`src/rtl/router_pkg.sv`:
```
// Shared router constants: direction label bits and requester indices.
package router_pkg;

  localparam int unsigned LABEL_W   = 5;

  localparam int unsigned DIR_L     = 0;
  localparam int unsigned DIR_W     = 1;
  localparam int unsigned DIR_N     = 2;
  localparam int unsigned DIR_E     = 3;
  localparam int unsigned DIR_S     = 4;

  localparam int unsigned REQ_L     = 0;
  localparam int unsigned REQ_WU    = 1;
  localparam int unsigned REQ_NU    = 2;
  localparam int unsigned REQ_E     = 3;
  localparam int unsigned REQ_S     = 4;
  localparam int unsigned REQ_WM1   = 5;
  localparam int unsigned REQ_WM2   = 6;
  localparam int unsigned REQ_WM3   = 7;
  localparam int unsigned REQ_NM1   = 8;
  localparam int unsigned REQ_NM2   = 9;
  localparam int unsigned REQ_NM3   = 10;
  localparam int unsigned N_REQ_DEF = 11;

endpackage

```
`src/rtl/output_arbiter_rr.sv`:
```
// N-input round-robin arbiter: one-hot combinational grant, pointer advances past the winner.
module rr_arbiter #(
  parameter int unsigned N     = 11,
  parameter int unsigned IDX_W = $clog2(N)
) (
  input  logic             clk,
  input  logic             rst_n,
  input  logic [N-1:0]     i_req,
  input  logic             i_en,
  output logic [N-1:0]     o_grant_c,
  output logic [IDX_W-1:0] o_idx_c,
  output logic             o_valid_c
);

  logic [IDX_W-1:0] r_ptr;
  logic [N-1:0]     w_grant;
  logic [IDX_W-1:0] w_idx;
  logic             w_found;

  // First set request at or after r_ptr, wrapping at N-1.
  always_comb begin
    w_grant = '0;
    w_idx   = '0;
    w_found = 1'b0;
    for (int unsigned j = 0; j < N; j++) begin
      int unsigned k;
      k = 32'(r_ptr) + j;
      if (k >= N) k = k - N;
      if (!w_found && i_req[IDX_W'(k)]) begin
        w_found             = 1'b1;
        w_grant[IDX_W'(k)] = 1'b1;
        w_idx               = IDX_W'(k);
      end
    end
  end

  assign o_grant_c = i_en ? w_grant : '0;
  assign o_idx_c   = w_idx;
  assign o_valid_c = i_en & w_found;

  always_ff @(posedge clk or negedge rst_n) begin
    if (!rst_n) begin
      r_ptr <= '0;
    end else if (i_en && w_found) begin
      r_ptr <= (w_idx == IDX_W'(N - 1)) ? '0 : w_idx + IDX_W'(1);
    end
  end

endmodule

```
`src/rtl/output_arbiter.sv`:
```
// Output-port switch allocation: extracts this port's requests, arbitrates, registers the winning flit.
module output_arbiter
  import router_pkg::*;
#(
  parameter int unsigned DATASIZE = 30,
  parameter int unsigned N_REQ    = N_REQ_DEF,
  parameter int unsigned PORT_IDX = DIR_L
) (
  input  logic                        clk,
  input  logic                        rst_n,
  input  logic [N_REQ*DATASIZE-1:0]   req_data,
  input  logic [N_REQ*LABEL_W-1:0]    req_label,
  input  logic                        full_in,
  output logic [N_REQ-1:0]            grant,
  output logic [DATASIZE-1:0]         data_out,
  output logic                        valid_out
);

  localparam int unsigned IDX_W = $clog2(N_REQ);

  logic [N_REQ-1:0]    w_req;
  logic [DATASIZE-1:0] w_data [N_REQ];
  logic [IDX_W-1:0]    w_idx;
  logic                w_win;
  logic                w_en;
  logic                w_unused_label;
  logic                r_valid;
  logic [DATASIZE-1:0] r_data;

  for (genvar i = 0; i < N_REQ; i++) begin : g_unpack
    assign w_req[i]  = req_label[i*LABEL_W + PORT_IDX];
    assign w_data[i] = req_data[i*DATASIZE +: DATASIZE];
  end

  // Label bits for other ports belong to sibling instances.
  assign w_unused_label = ^req_label;

  // Blocked downstream or in reset: no grant, pointer frozen.
  assign w_en = rst_n & ~full_in;

  rr_arbiter #(
    .N     (N_REQ),
    .IDX_W (IDX_W)
  ) u_arb (
    .clk       (clk),
    .rst_n     (rst_n),
    .i_req     (w_req),
    .i_en      (w_en),
    .o_grant_c (grant),
    .o_idx_c   (w_idx),
    .o_valid_c (w_win)
  );

  always_ff @(posedge clk or negedge rst_n) begin
    if (!rst_n) begin
      r_valid <= 1'b0;
      r_data  <= '0;
    end else begin
      r_valid <= w_win;
      if (w_win) r_data <= w_data[w_idx];
    end
  end

  assign valid_out = r_valid;
  assign data_out  = r_data;

endmodule
```
`config.mk`:
```
export PLATFORM = sky130hd
export DESIGN_NAME = output_arbiter
export DESIGN_NICKNAME = d
export VERILOG_FILES = /design/src/rtl/router_pkg.sv /design/src/rtl/output_arbiter_rr.sv /design/src/rtl/output_arbiter.sv
export SDC_FILE = /design/constraint.sdc
export NUM_CORES = 1
export LEC_CHECK = 0
export BUFFER_PORTS_ARGS = -buffer_cell sky130_fd_sc_hd__buf_2
export CORE_AREA = 2 2 167 169
export CTS_BUF_LIST = sky130_fd_sc_hd__clkbuf_4
export DETAILED_ROUTE_END_ITERATION = 12
export DIE_AREA = 0 0 169 171
export PLACE_DENSITY = 0.77
export SYNTH_ARGS = -nofsm -noshare
export SYNTH_HDL_FRONTEND = slang
export SYNTH_SLANG_ARGS = --single-unit
```
`constraint.sdc`:
```
create_clock -name clk -period 7.2 [get_ports clk]
set_input_delay 0.36 -clock clk [delete_from_list [all_inputs] [get_ports clk]]
set_output_delay 0.36 -clock clk [all_outputs]
set_load 0.005 [all_outputs]
```
==> flow_summary.toml <==
[run_status]
result_of_the_run = "complete, no violations"

[synth]
syn_area_sq_mm = 0.0102
dominantRegCellSynth = "dfrtp_1"
postSynthCellCount = 1444
synthDistinctLibCells = 98
total_of_flip_flops_plus_latches_after_synthesis = 35
syn_nets = 1847
post-synth-top-area-fraction_pct = 14.5
synth-edff-count = 0
postSynth.asyncResetShare_pct = 100
syn-mean-instance-area_sq_um = 7.06
synth.area.top_cells = "mux2i_1 15%, dfrtp_1 8.6%, nand3_1 6.5%, a21oi_1 5.0%, nor2_1 4.9%"
yosys_warnings = 0
synth.yosys.seq_area_share_pct = 8.60
post-synth-top-area-cell = "mux2i_1"

[grt]
globalRoute.totalOverflow = 0
maximum_number_of_pins_on_one_net_before_global_route_repair = 114
grt_first_pass_wirelength_microns = 79600
grt_antenna_before_repair = 13
grt_pass1_vias = 13300
grt.total_usage_pct = 36.1

[timing]
worst-slew-pin-transition_ns = 1.09
report.final.slew_viol_count = 0
timing.final.crit_share_pct = 87.4
clock_skew_ns = 0.0167
period_needed_ns = 6.30
totalNegativeSetupSlack_ns = 0
timing.final.setup_violations = 0
rsz_0062_raised_after_global_routing = "no"
fmax_ghz = 0.159
worst_slew_margin_rel_pct = 27.3
hold_violations = 0

[clock_network]
cts_max_path_buffers = 2
clockRootBuffer = "clkbuf_4"
cts_clk_pin_slew_worst_paths_ns = 0.13
clock_insertion_delay_worst_skew_ns = 0.35
cts_htree_levels = 2
clkSinkCount = 35
ctsResizeCount = 0
cts_hold_buffers = 0
tritoncts.num_buffers = 5
postCtsSetupBuffers = 0
clock_tree_from_tritoncts = "built"

[layout]
mostFrequentLayoutCells = "385 x buf_2, 148 x mux2i_1, 133 x nand3_1, 132 x nor2_1, 109 x buf_4"
share_of_layout_cells_above_drive_strength_1_pct = 31.8
footprint_of_the_multi_input_gates_sq_mm = 0.00858
num-nets-final = 2214
layout.cells.most_common = "buf_2"
syn2layout_area_growth_pct = 27.5
fill_cells = 2778
regArea_sq_um = 877

[route]
route.vias.total = 14600
post_drt_via_cell_ratio = 6.73
drt_drc_violations_left = 0
detailed_route_iter0_violations = 1994
wire_per_inst_microns = 25.6
wl_met3_microns = 8610
route.top_layer_used = "met5"
router_iterations_before_antenna_repair = 7
detail_route.wirelength.met1_microns = 19500
met2WireLength_microns = 23900
route.final.wire_length_microns = 55500
drtAntennaViolNets = 0

[floorplanning]
die-height_microns = 171
total_die_area_sq_mm = 0.0289
floorplan.io_pins = 430
initial_utilization_pct = 37.3
core-area_sq_mm = 0.0273
die_extent_in_x_microns = 169
core.rowCount = 61

[run]
max-cap-violations = 0

[placed_design]
gp_congestion = 1.06
dp_hpwl_microns = 43700
io_buffers = 385

[worst_setup_path]
arrival_time_of_data_at_the_critical_path_endpoint_ns = 5.94
cp.required_ns = 6.84
worst_setup_path_start_kind = "flip-flop"
criticalPathCategory = "reg -> out"
kind_of_end_point_of_the_critical_path = "output port"
critical_path_peak_fanout = 21
r2r_setup_slack_ns = 1.02

[hold_path]
hold_class = "in -> async"
## cell type report
class | count | share of cell area, %
repair buffers | 503 | 22.5
diodes | 11 | 0.212
clock inverters | 2 | 0.0578
inverters | 24 | 0.694
flip-flops and latches | 35 | 6.75
clock buffers | 6 | 0.347
well taps | 346 | 3.33
multi-input cells | 1242 | 66.1
## through the flow
stage	instance area, sq um	util, %	cells	setup WS, ns	hold WS, ns
global placement	12900	47.2	2150	1.25	0.505
floorplan	10200	-	1444	1.51	0.0644
finish	13000	47.5	2169	0.904	0.109
detailed placement	12900	47.2	2150	1.31	0.515
CTS	13000	47.4	2158	1.12	0.132
global route	13000	47.5	2165	0.656	0.161
## path summary, 6_finish.rpt
check	start	to	cells after the start
worst max-delay path	u_arb.r_ptr[2]	grant[10]	18
worst min-delay path	rst_n	data_out[7]	1
worst max register to register	u_arb.r_ptr[0]	data_out[10]	16
worst min register to register	data_out[2]	data_out[2]	2
max in group asynchronous	rst_n	u_arb.r_ptr[0]	1
min in group clk	req_data[312]	data_out[12]	3
## sequential cells by signal, summed over array words and instances (netlist names)
name and count:
u_arb.r_ptr 4, data_out 30, valid_out 1
## critical path, stage by stage (launching register included)
cell and delay [ns]:
dfrtp_1 0.68, inv_2 0.25, buf_4 0.23, ha_1 0.22
a21oi_4 0.41, xnor2_2 0.24, o21ai_1 0.75, o211ai_1 0.15
o2111ai_1 0.26, nand3_1 0.33, nor4b_4 0.47, buf_4 0.26
nand3b_2 0.09, or3b_1 0.43, nor2_1 0.13, nand4b_1 0.17
buf_12 0.19, nor2b_1 0.16, buf_2 0.15
## cells by family (layout without fill, tap and decap cells)
| logic type | count (synthesis) | count (layout) | synth area share, % |
|---|---|---|---|
| fa+ha+maj | 16 | 16 | 1.94 |
| other cells | 0 | 11 | 0 |
| xor+xnor | 30 | 30 | 2.86 |
| flops | 35 | 35 | 8.60 |
| compound gates | 459 | 459 | 31.7 |
| simple gates | 540 | 540 | 27.0 |
| buf+inv | 167 | 535 | 7.71 |
| mux | 197 | 197 | 20.2 |
## routing by layer
metal / vias to the layer above / GRT usage, %
li1: 6351 / -
met1: 6767 / 43.0
met2: 1175 / 55.3
met3: 294 / 15.7
met4: 8 / 18.3
met5: - / 0
## cell usage after synthesis, types with 18 or more instances
cell / count
mux2_1: 29
nand4_1: 40
nor3_1: 38
a221oi_1: 42
nand2b_1: 22
buf_4: 18
nand2_1: 74
mux2_2: 18
buf_2: 25
a31oi_1: 52
nor2_1: 133
dfrtp_1: 35
mux2i_1: 148
a21oi_1: 102
a211oi_1: 21
clkbuf_1: 85
o21ai_0: 50
nand3_1: 133
xnor2_1: 23
Power is not shown: default switching activity piles up to over one toggle a cycle in this logic, so the estimate is an artifact.
